===== config.mk =====
export PLATFORM = sky130hd
export DESIGN_NAME = pll_sequencer_csr
export DESIGN_NICKNAME = d
export VERILOG_FILES = /design/src/rtl/pll_sequencer_csr.sv
export SDC_FILE = /design/constraint.sdc
export NUM_CORES = 1
export LEC_CHECK = 0
export CORE_UTILIZATION = 52
export CTS_CLUSTER_SIZE = 40
export DETAILED_ROUTE_END_ITERATION = 8
export GPL_TIMING_DRIVEN = 0
export HOLD_SLACK_MARGIN = 0.08
export PLACE_DENSITY = 0.81
export SYNTH_ARGS = -nofsm -noshare
export SYNTH_HDL_FRONTEND = slang
export SYNTH_SLANG_ARGS = --single-unit

===== constraint.sdc =====
create_clock -name clock_in -period 3.7 [get_ports clock_in]
set_input_delay 0.74 -clock clock_in [delete_from_list [all_inputs] [get_ports clock_in]]
set_output_delay 0.74 -clock clock_in [all_outputs]
set_load 0.005 [all_outputs]

===== src/rtl/pll_sequencer_csr.sv =====
// PLL power / image-buffer clock-select sequencer with control and status registers.
// Optional IDLE lock monitor: define PLL_LOCK_MONITOR_EN.
module pll_sequencer_csr #(
    parameter int          NUM_PLLS       = 2,
    parameter logic [7:0]  CTRL_ADDRESS   = 8'hE0,
    parameter logic [7:0]  STATUS_ADDRESS = 8'hE1,
    parameter int          SETTLE_CYCLES  = 16,
    parameter int          LOCK_TIMEOUT   = 1024
) (
    input  logic                clock_in,
    input  logic                reset_in,
    input  logic [7:0]          opcode_in,
    input  logic [7:0]          operand_in,
    input  logic                operand_valid_in,
    output logic [7:0]          response_out,
    input  logic [NUM_PLLS-1:0] pll_locked_in,
    output logic [NUM_PLLS-1:0] pllpowerdown_n_out,
    output logic                buffer_clock_sel_out,
    output logic                busy_out
);

    localparam int CNT_W = $clog2(LOCK_TIMEOUT + 1);
    localparam logic [CNT_W-1:0] SETTLE_LAST  = CNT_W'(SETTLE_CYCLES - 1);
    localparam logic [CNT_W-1:0] TIMEOUT_LAST = CNT_W'(LOCK_TIMEOUT - 1);

    typedef enum logic [2:0] {
        S_IDLE,
        S_SWITCH_OUT,
        S_APPLY,
        S_WAIT_LOCK,
        S_SETTLE_BACK,
        S_FAULT
    } state_t;

    state_t                state_q, state_d;
    logic [CNT_W-1:0]      counter_q, counter_d;
    logic [NUM_PLLS-1:0]   target_q, target_d;
    logic                  read_req_q, read_req_d;
    logic                  drop_q, drop_d;
    logic                  fault_q, fault_d;
    logic [NUM_PLLS-1:0]   pd_n_q, pd_n_d;
    logic                  sel_q, sel_d;
    logic [7:0]            resp_q, resp_d;

    logic                  wr;
    logic                  accept;
    logic                  lock_ok;
    logic                  busy;
    logic [3:0]            lock_field;
    logic [7:0]            ctrl_byte;
    logic [7:0]            status_byte;
    logic                  unused_operand_bits;

    assign wr      = (opcode_in == CTRL_ADDRESS) && operand_valid_in;
    assign accept  = wr && ((state_q == S_IDLE) || (state_q == S_FAULT));
    assign lock_ok = ((pll_locked_in & target_q) == target_q);
    assign busy    = (state_q != S_IDLE) && (state_q != S_FAULT);
    assign unused_operand_bits = ^operand_in[6:NUM_PLLS];

    // Status lock field is always 4 bits wide; PLLs that do not exist read 0.
    for (genvar gi = 0; gi < 4; gi++) begin : g_lock
        if (gi < NUM_PLLS) begin : g_used
            assign lock_field[gi] = pll_locked_in[gi];
        end else begin : g_unused
            assign lock_field[gi] = 1'b0;
        end
    end

    always_comb begin
        ctrl_byte                 = '0;
        ctrl_byte[7]              = read_req_q;
        ctrl_byte[NUM_PLLS-1:0]   = target_q;
    end

    assign status_byte = {busy, fault_q, drop_q, sel_q, lock_field};

`ifdef PLL_LOCK_MONITOR_EN
    logic mon_q, mon_d;

    assign mon_d = (state_q == S_IDLE) && !lock_ok;

    always_ff @(posedge clock_in) begin
        if (reset_in) begin
            mon_q <= 1'b0;
        end else begin
            mon_q <= mon_d;
        end
    end
`endif

    always_comb begin
        state_d    = state_q;
        counter_d  = counter_q;
        target_d   = target_q;
        read_req_d = read_req_q;
        drop_d     = drop_q;
        fault_d    = fault_q;
        pd_n_d     = pd_n_q;
        sel_d      = sel_q;

        case (state_q)
            S_IDLE: begin
                sel_d = read_req_q | (target_q == '0);
`ifdef PLL_LOCK_MONITOR_EN
                if (mon_q && !lock_ok) begin
                    state_d   = S_FAULT;
                    fault_d   = 1'b1;
                    sel_d     = 1'b1;
                    counter_d = '0;
                end
`endif
            end
            S_SWITCH_OUT: begin
                sel_d = 1'b1;
                if (counter_q == SETTLE_LAST) begin
                    state_d   = S_APPLY;
                    counter_d = '0;
                end else begin
                    counter_d = counter_q + CNT_W'(1);
                end
            end
            S_APPLY: begin
                pd_n_d    = target_q;
                counter_d = '0;
                state_d   = (target_q != '0) ? S_WAIT_LOCK : S_SETTLE_BACK;
            end
            S_WAIT_LOCK: begin
                // Lock is tested first so it wins over a coincident timeout.
                if (lock_ok) begin
                    state_d   = S_SETTLE_BACK;
                    counter_d = '0;
                end else if (counter_q == TIMEOUT_LAST) begin
                    state_d   = S_FAULT;
                    fault_d   = 1'b1;
                    counter_d = '0;
                end else begin
                    counter_d = counter_q + CNT_W'(1);
                end
            end
            S_SETTLE_BACK: begin
                if (counter_q == SETTLE_LAST) begin
                    sel_d     = read_req_q | (target_q == '0);
                    state_d   = S_IDLE;
                    counter_d = '0;
                end else begin
                    counter_d = counter_q + CNT_W'(1);
                end
            end
            S_FAULT: begin
                sel_d  = 1'b1;
                pd_n_d = target_q;
            end
            default: begin
                state_d   = S_FAULT;
                sel_d     = 1'b1;
                counter_d = '0;
            end
        endcase

        // The buffer clock moves to SPI on the same edge a command is accepted.
        if (accept) begin
            target_d   = operand_in[NUM_PLLS-1:0];
            read_req_d = operand_in[7];
            drop_d     = 1'b0;
            fault_d    = 1'b0;
            sel_d      = 1'b1;
            state_d    = S_SWITCH_OUT;
            counter_d  = '0;
        end else if (wr) begin
            drop_d = 1'b1;
        end
    end

    always_comb begin
        resp_d = 8'h00;
        if (opcode_in == CTRL_ADDRESS) begin
            resp_d = ctrl_byte;
        end else if (opcode_in == STATUS_ADDRESS) begin
            resp_d = status_byte;
        end
    end

    always_ff @(posedge clock_in) begin
        if (reset_in) begin
            state_q    <= S_WAIT_LOCK;
            counter_q  <= '0;
            target_q   <= '1;
            read_req_q <= 1'b0;
            drop_q     <= 1'b0;
            fault_q    <= 1'b0;
            pd_n_q     <= '1;
            sel_q      <= 1'b1;
            resp_q     <= 8'h00;
        end else begin
            state_q    <= state_d;
            counter_q  <= counter_d;
            target_q   <= target_d;
            read_req_q <= read_req_d;
            drop_q     <= drop_d;
            fault_q    <= fault_d;
            pd_n_q     <= pd_n_d;
            sel_q      <= sel_d;
            resp_q     <= resp_d;
        end
    end

    assign response_out         = resp_q;
    assign pllpowerdown_n_out   = pd_n_q;
    assign buffer_clock_sel_out = sel_q;
    assign busy_out             = busy;

endmodule


==> impl_metrics.env, run 1 <==
export IMPL_status="completed"
export IMPL_place_port_buffers=24
export IMPL_p_clk_share_pct=23.5
export IMPL_fin_crit_sh_pct=74.0
export IMPL_antenna_cells=0
export IMPL_worstPathMaxFanout=7
export IMPL_cts_resized=0
export IMPL_dr_total_vias=1230
export IMPL_power_mw=0.862
export IMPL_tns_ps=0
export IMPL_arrival_ps=2000
export IMPL_place_gp_congestion=0.856
export IMPL_synthArstFlopShare_pct=0
export IMPL_switching_power_mw=0.297
export IMPL_dp_hpwl_um=2400
export IMPL_antenna_found_initial=0
export IMPL_fp_dieH_um=53.6
export IMPL_fill_cells=203
export IMPL_yosys_warnings=0
export IMPL_ys_types=47
export IMPL_yosysSeqAreaShare_pct=40.4
export IMPL_p_per_area_mw_per_mm2=501
export IMPL_ctsHtreeMaxLevel=1
export IMPL_viasPerCell=6.00
export IMPL_post_place_ws_ps=1180
export IMPL_slew_headroom_pct=66.9
export IMPL_cts_hold_buf=0
export IMPL_power_leakage_nw=0.683
export IMPL_ys_ff_latch=28
export IMPL_holdCritPathClass="reg2reg"
export IMPL_finalMaxSlewViolations=0
export IMPL_r2r_slack_ps=1900
export IMPL_p_comb_share_pct=34.8
export IMPL_track_usage_pct=25.5
export IMPL_path_clk_slew_ps=160
export IMPL_drc=0
export IMPL_cts_setup_buffers=0
export IMPL_wire_per_inst_um=15.6
export IMPL_maxCapViolCount=0
export IMPL_grt_max_degree=17
export IMPL_initial_core_util_pct=55.5
export IMPL_whs_ps=478
export IMPL_p_seq_share_pct=41.7
export IMPL_area_growth_pct=24.1
export IMPL_drt_initial_drc_count=23
export IMPL_boundaryPins=33
export IMPL_startpoint_type="flop"
export IMPL_cts_buffer_depth=2
export IMPL_firstDrtPassIters=4
export IMPL_synth_area_mm2=0.00139
export IMPL_switching_share_pct=34.5
export IMPL_clk_latency_ps=350
export IMPL_final_nets=198
export IMPL_ant_nets=0
export IMPL_fin_ws_ps=963
export IMPL_critical_path_class="reg2out"
export IMPL_skew_ps=18.6
export IMPL_worst_pin_slew_ps=489
export IMPL_setup_viol=0
export IMPL_synth_edf_count=0
export IMPL_endpoint_kind="output pin"
export IMPL_grt_pass1_vias=1141
export IMPL_grt_pass1_wl_um=5180
export IMPL_clock_sinks=28
export IMPL_syn_inst=146
export IMPL_grt_ovfl_total=0
export IMPL_hold_violations=0
export IMPL_ir_drop_mv=0.387
export IMPL_synthFlopType="dfxtp_1"
export IMPL_critPathRequiredTime_ps=2960
export IMPL_layout_commonest_cell="dfxtp_1"
export IMPL_rsz0062_at_grt="false"
export IMPL_avgSynthCellArea_um2=9.50
export IMPL_p_int_mw=0.565
export IMPL_layout_common_cells="dfxtp_1 (28), clkdlybuf4s50_1 (24), nor2_1 (11), xor2_1 (9), mux2i_1 (9)"
export IMPL_fp_row_count=18
export IMPL_cts_root_buf="clkbuf_4"
export IMPL_final_core_util_pct=68.8
export IMPL_cts_tree="done"
export IMPL_fin_crit_ps=2740
export IMPL_wirelength_um=3190
export IMPL_die_w_um=53.6
export IMPL_die_area_mm2=0.00288
export IMPL_layout_drive_gt1_share_pct=8.57
export IMPL_core_area_mm2=0.00250
export IMPL_fmax_ghz=0.365
export IMPL_cts_buffers=3
==> state kept, by name, summed over array words and instances (netlist names) <==
name,count
buffer_clock_sel_out,1
counter_q,11
drop_q,1
fault_q,1
pllpowerdown_n_out,2
read_req_q,1
response_out,6
state_q,3
target_q,2
==> final cells by class <==
cell class | instances | area [um^2] | share of cell area [%]
Clock buffer | 3 | 22.5 | 1.31
Tap cell | 30 | 37.5 | 2.18
Inverter | 5 | 18.8 | 1.09
Sequential cell | 28 | 561 | 32.6
Buffer | 7 | 40.0 | 2.33
Clock inverter | 1 | 30.0 | 1.75
Timing Repair Buffer | 24 | 240 | 14.0
Multi-Input combinational cell | 107 | 771 | 44.8
==> worst max-delay path: stages, from the launching register on <==
cell and delay (ps):
dfxtp_1 500, xor2_1 290, nor2_1 130, inv_1 190
clkdlybuf4s50_1 540
==> power by group through the flow <==
stage | clock network, mW | logic [mW] | registers [mW]
CTS | 0.207 | 0.297 | 0.359
detailed placement | 0 | 0.295 | 0.366
global route | 0.214 | 0.327 | 0.367
global placement | 0 | 0.281 | 0.363
finish | 0.203 | 0.300 | 0.359
floorplan | 0 | 0.210 | 0.357
==> through the flow <==
step	cell area, um^2	std cells
after floorplan	1390	147
after global placement	1670	201
after detailed placement	1670	201
after CTS	1720	205
after global routing	1720	205
final	1720	205
==> cell families after synthesis <==
group,after synthesis,synth area share [%]
multiplexers,9,6.50
XOR/XNOR,10,6.32
buffers and inverters,12,4.24
adder cells (fa/ha/maj),1,0.902
flip-flops,28,40.4
AND/OR/NAND/NOR,53,23.2
AO/OA/AOI/OAI,32,18.1
other,1,0.270
==> cells in the mapped netlist (2+ instances only) <==
master      n  area (um^2)
a31oi_1     5         31.3
and3_1      6         37.5
clkbuf_1    2         7.51
nand2b_1    3         18.8
dfxtp_1    28          561
mux2i_1     9         90.1
o21ai_0     5         25.0
nor3b_1     3         22.5
buf_4       3         22.5
nor2_1     11         41.3
buf_2       2         10.0
a22o_1      2         17.5
nand3_1     2         10.0
a211oi_1    2         15.0
nand2_1     6         22.5
o211ai_1    3         22.5
inv_1       4         15.0
nor3_1      8         40.0
and4_1      4         35.0
o2111ai_1   3         26.3
xor2_1      9         78.8
==> worst paths after layout <==
kind	startpoint	endpoint	depth (start not counted)
worst max-delay path	state_q[0]	busy_out	4
worst min-delay path	fault_q	fault_q	2
worst max register to register	state_q[1]	state_q[1]	6
worst min register to register	fault_q	fault_q	2
==> per-layer routing <==
layer | vias up | routed length, um | track usage (%)
met1 | 590 | 1410 | 32.5
met5 | - | 0 | 0
met3 | 5 | 137 | 3.11
met4 | 0 | 48 | 11.8
li1 | 602 | - | -
met2 | 33 | 1600 | 42.7
No activity file was read; power rests on OpenSTA's default activity.
==> run 2: changes to the inputs <==
- CORE_UTILIZATION: 52 -> 44
- PLACE_DENSITY: 0.81 -> 0.73
- clock period: 3.7 -> 2.5 ns (I/O delays scaled with it)
==> impl_metrics.env, run 2 (synthesized netlist as in run 1, its figures left out) <==
export IMPL_ir_drop_mv=0.474
export IMPL_grt_max_degree=16
export IMPL_startpoint_type="flop"
export IMPL_r2r_slack_ps=730
export IMPL_finalMaxSlewViolations=0
export IMPL_endpoint_kind="output pin"
export IMPL_p_comb_share_pct=36.9
export IMPL_track_usage_pct=19.8
export IMPL_path_clk_slew_ps=150
export IMPL_grt_pass1_vias=1162
export IMPL_drc=0
export IMPL_switching_share_pct=36.1
export IMPL_clock_sinks=28
export IMPL_layout_commonest_cell="dfxtp_1"
export IMPL_arrival_ps=1840
export IMPL_place_port_buffers=24
export IMPL_p_per_area_mw_per_mm2=694
export IMPL_place_gp_congestion=0.872
export IMPL_endpoint="busy_out"
export IMPL_fp_row_count=20
export IMPL_wirelength_um=3080
export IMPL_critPathRequiredTime_ps=2000
export IMPL_hold_violations=0
export IMPL_fin_crit_ps=2340
export IMPL_critical_path_class="reg2out"
export IMPL_worstPathMaxFanout=7
export IMPL_holdCritPathClass="reg2reg"
export IMPL_r2r_end="state_q[1]"
export IMPL_final_nets=198
export IMPL_post_place_ws_ps=199
export IMPL_power_leakage_nw=0.676
export IMPL_firstDrtPassIters=5
export IMPL_viasPerCell=5.56
export IMPL_switching_power_mw=0.431
export IMPL_status="completed"
export IMPL_r2r_start="state_q[1]"
export IMPL_cts_buffers=3
export IMPL_ant_nets=0
export IMPL_grt_pass1_wl_um=5250
export IMPL_slew_headroom_pct=65.0
export IMPL_cts_tree="done"
export IMPL_area_growth_pct=24.4
export IMPL_setup_viol=0
export IMPL_critical_path_slowest_cell="clkdlybuf4s50_1"
export IMPL_slowest_delay_ps=530
export IMPL_die_area_mm2=0.00338
export IMPL_cts_setup_buffers=0
export IMPL_die_w_um=58.1
export IMPL_fin_ws_ps=159
export IMPL_boundaryPins=33
export IMPL_fin_crit_sh_pct=93.6
export IMPL_cp_startpoint="state_q[2]"
export IMPL_p_clk_share_pct=18.2
export IMPL_ctsHtreeMaxLevel=1
export IMPL_tns_ps=0
export IMPL_dr_total_vias=1218
export IMPL_rsz0062_at_grt="false"
export IMPL_cts_buffer_depth=2
export IMPL_dp_hpwl_um=2240
export IMPL_layout_common_cells="dfxtp_1 (26), clkdlybuf4s50_1 (24), nor2_1 (11), xor2_1 (9), mux2i_1 (9)"
export IMPL_wire_per_inst_um=14.0
export IMPL_core_area_mm2=0.00303
export IMPL_grt_ovfl_total=0
export IMPL_cts_hold_buf=0
export IMPL_fp_dieH_um=58.1
export IMPL_largest_register_ffs=11
export IMPL_skew_ps=10.2
export IMPL_fill_cells=279
export IMPL_p_seq_share_pct=44.9
export IMPL_cts_root_buf="clkbuf_4"
export IMPL_maxCapViolCount=0
export IMPL_drt_initial_drc_count=43
export IMPL_layout_drive_gt1_share_pct=9.71
export IMPL_fmax_ghz=0.427
export IMPL_p_int_mw=0.765
export IMPL_path_cells="xor2_1 > nor2_1 > inv_1 > clkdlybuf4s50_1"
export IMPL_antenna_cells=0
export IMPL_rr_worst_depth=6
export IMPL_initial_core_util_pct=45.8
export IMPL_antenna_found_initial=0
export IMPL_clk_latency_ps=330
export IMPL_worst_pin_slew_ps=517
export IMPL_largest_register="counter_q"
## run 2: what timing repair did
| item | 4_1_cts | 5_1_grt |
|---|---|---|
| gates resized for setup | 0 | 2 |
| setup endpoints to repair | 0 | 1 |
| endpoints found under the hold margin | 0 | 0 |
## run 2: layout make-up
cell class	count	area, um^2	area share, %
Timing Repair Buffer	24	240	13.9
Inverter	5	18.8	1.09
Sequential cell	28	563	32.7
Buffer	7	40.0	2.32
Clock buffer	4	36.3	2.10
Tap cell	44	55.1	3.19
Multi-Input combinational cell	107	771	44.7
## run 2: stage by stage
stage                     cells  hold WS [ps]  util, %  cell area (um^2)  power (mW)
final                       219           471     56.9              1720        1.20
after global routing        219           524     56.9              1720        1.26
after CTS                   219           478     56.9              1720        1.19
after detailed placement    215           445     55.7              1690       0.968
after global placement      215           440     55.7              1690       0.957
after floorplan             147           429        -              1390       0.840
## run 2: how the worst min path moves through the flow
stage / from / depth (start not counted) / slack, ps / endpoint
floorplan: fault_q / 2 / 430 / fault_q
global placement: drop_q / 1 / 440 / drop_q
detailed placement: drop_q / 1 / 440 / drop_q
CTS: drop_q / 1 / 480 / drop_q
global route: drop_q / 1 / 520 / drop_q
finish: drop_q / 1 / 470 / drop_q
## run 2: power groups by stage
stage | clock [mW] | sequential, mW | combinational, mW
after floorplan | 0 | 0.529 | 0.311
after global placement | 0 | 0.538 | 0.419
after detailed placement | 0 | 0.542 | 0.426
after CTS | 0.224 | 0.533 | 0.435
after global routing | 0.242 | 0.543 | 0.477
final | 0.217 | 0.537 | 0.442
## run 2: routing by layer
| layer | routed length (um) | track usage (%) | up-vias |
|---|---|---|---|
| li1 | - | - | 607 |
| met1 | 1420 | 26.5 | 571 |
| met2 | 1480 | 31.5 | 35 |
| met3 | 145 | 3.35 | 5 |
| met4 | 34 | 8.16 | 0 |
| met5 | 0 | 0 | - |
## run 2: worst max-delay path, delay by kind of cell (launching register included)
family / cells / cell delay, ps
flip-flops: 1 / 430
buffers and inverters: 2 / 690
AND/OR/NAND/NOR: 1 / 130
XOR/XNOR: 1 / 250
==> run 3: changes to the inputs <==
- PLACE_DENSITY: 0.73 -> 0.75
==> impl_metrics.env, run 3 (synthesized netlist as in run 1, its figures left out) <==
export IMPL_final_nets=198
export IMPL_slew_headroom_pct=67.1
export IMPL_fin_crit_ps=2340
export IMPL_skew_ps=9.43
export IMPL_fmax_ghz=0.428
export IMPL_tns_ps=0
export IMPL_dp_hpwl_um=2270
export IMPL_firstDrtPassIters=5
export IMPL_path_clk_slew_ps=150
export IMPL_worstPathMaxFanout=7
export IMPL_p_per_area_mw_per_mm2=678
export IMPL_clk_latency_ps=320
export IMPL_r2r_end="state_q[1]"
export IMPL_antenna_found_initial=0
export IMPL_whs_ps=475
export IMPL_cts_buffers=3
export IMPL_rsz0062_at_grt="false"
export IMPL_cts_hold_buf=0
export IMPL_fin_crit_sh_pct=93.6
export IMPL_endpoint_kind="output pin"
export IMPL_layout_drive_gt1_share_pct=9.20
export IMPL_viasPerCell=5.76
export IMPL_ir_drop_mv=0.495
export IMPL_wirelength_um=3070
export IMPL_initial_core_util_pct=45.8
export IMPL_hold_violations=0
export IMPL_placed_area_mm2=0.00169
export IMPL_cts_buffer_depth=2
export IMPL_setup_viol=0
export IMPL_worstHoldStart="drop_q"
export IMPL_wire_per_inst_um=14.1
export IMPL_place_gp_congestion=0.884
export IMPL_worst_pin_slew_ps=486
export IMPL_grt_max_degree=15
export IMPL_maxCapViolCount=0
export IMPL_die_w_um=58.1
export IMPL_largest_register_ffs=11
export IMPL_grt_pass1_vias=1170
export IMPL_cts_tree="done"
export IMPL_antenna_cells=0
export IMPL_drt_initial_drc_count=41
export IMPL_fp_dieH_um=58.1
export IMPL_ctsHtreeMaxLevel=1
export IMPL_hold_path_depth=1
export IMPL_startpoint_type="flop"
export IMPL_cts_root_buf="clkbuf_4"
export IMPL_critPathRequiredTime_ps=2000
export IMPL_power_leakage_nw=0.669
export IMPL_place_port_buffers=24
export IMPL_power_mw=1.16
export IMPL_fill_cells=280
export IMPL_status="completed"
export IMPL_dr_total_vias=1255
export IMPL_grt_pass1_wl_um=5150
export IMPL_boundaryPins=33
export IMPL_layout_common_cells="dfxtp_1 (26), clkdlybuf4s50_1 (24), nor2_1 (11), xor2_1 (9), mux2i_1 (9)"
export IMPL_drc=0
export IMPL_cts_setup_buffers=0
export IMPL_r2r_slack_ps=700
export IMPL_finalMaxSlewViolations=0
export IMPL_clock_sinks=28
export IMPL_area_growth_pct=23.4
export IMPL_layout_commonest_cell="dfxtp_1"
export IMPL_ant_nets=0
export IMPL_core_area_mm2=0.00303
export IMPL_r2r_start="state_q[1]"
export IMPL_arrival_ps=1840
export IMPL_design_area_mm2=0.00171
export IMPL_grt_ovfl_total=0
export IMPL_holdCritPathClass="reg2reg"
export IMPL_post_place_ws_ps=175
export IMPL_track_usage_pct=19.0
export IMPL_largest_register="counter_q"
export IMPL_fp_row_count=20
export IMPL_hold_end="drop_q"
export IMPL_die_area_mm2=0.00338
export IMPL_rr_worst_depth=6
export IMPL_fin_ws_ps=161
export IMPL_critical_path_class="reg2out"
[run 3: cell count changes in the layout (fill, tap and decap cells not counted)]
cell      before  now
clkbuf_8       1    0
[run 3: report_power, final]
| group | total (mW) | leakage (nW) | switching, mW | internal [mW] |
|---|---|---|---|---|
| Sequential | 0.538 | 0.227 | 0.0516 | 0.486 |
| Combinational | 0.438 | 0.429 | 0.249 | 0.189 |
| Clock | 0.184 | 0.0138 | 0.128 | 0.0565 |
[run 3: layout make-up]
type / instances / area, um^2 / area share, %
clock buffer: 3 / 22.5 / 1.32
multi-input combinational: 107 / 771 / 45.1
inverter: 5 / 18.8 / 1.10
timing repair buffer: 24 / 240 / 14.0
sequential: 28 / 563 / 32.9
tap: 44 / 55.1 / 3.22
buffer: 7 / 40.0 / 2.34
[run 3: how the worst max path moves through the flow]
stage / startpoint / endpoint / slack (ps)
after floorplan: opcode_in[0] / counter_q[0] / 870
after global placement: opcode_in[3] / counter_q[0] / 210
after detailed placement: opcode_in[3] / counter_q[5] / 170
after CTS: state_q[0] / busy_out / 110
after global routing: state_q[2] / busy_out / 80
final: state_q[2] / busy_out / 160
[run 3: worst max-delay path, cell delays in order, from the launching register on]
cell	delay, ps
dfxtp_2	430
xor2_1	260
nor2_1	120
inv_1	170
clkdlybuf4s50_1	530
[run 3: metrics by stage]
stage	cells	util (%)
global route	218	56.5
CTS	218	56.4
finish	218	56.5
floorplan	147	-
detailed placement	215	55.7
global placement	215	55.7
[run 3: metal layers]
layer | vias to the layer above | track usage, % | routed length, um
met3 | 12 | 2.46 | 195
li1 | 601 | - | -
met1 | 590 | 26.0 | 1350
met5 | - | 0 | 0
met2 | 52 | 31.4 | 1470
met4 | 0 | 5.44 | 61
[run 3: timing repair]
item,in CTS,in global routing
endpoints found under the setup margin,0,1
gates resized for setup,0,2
endpoints found under the hold margin,0,0
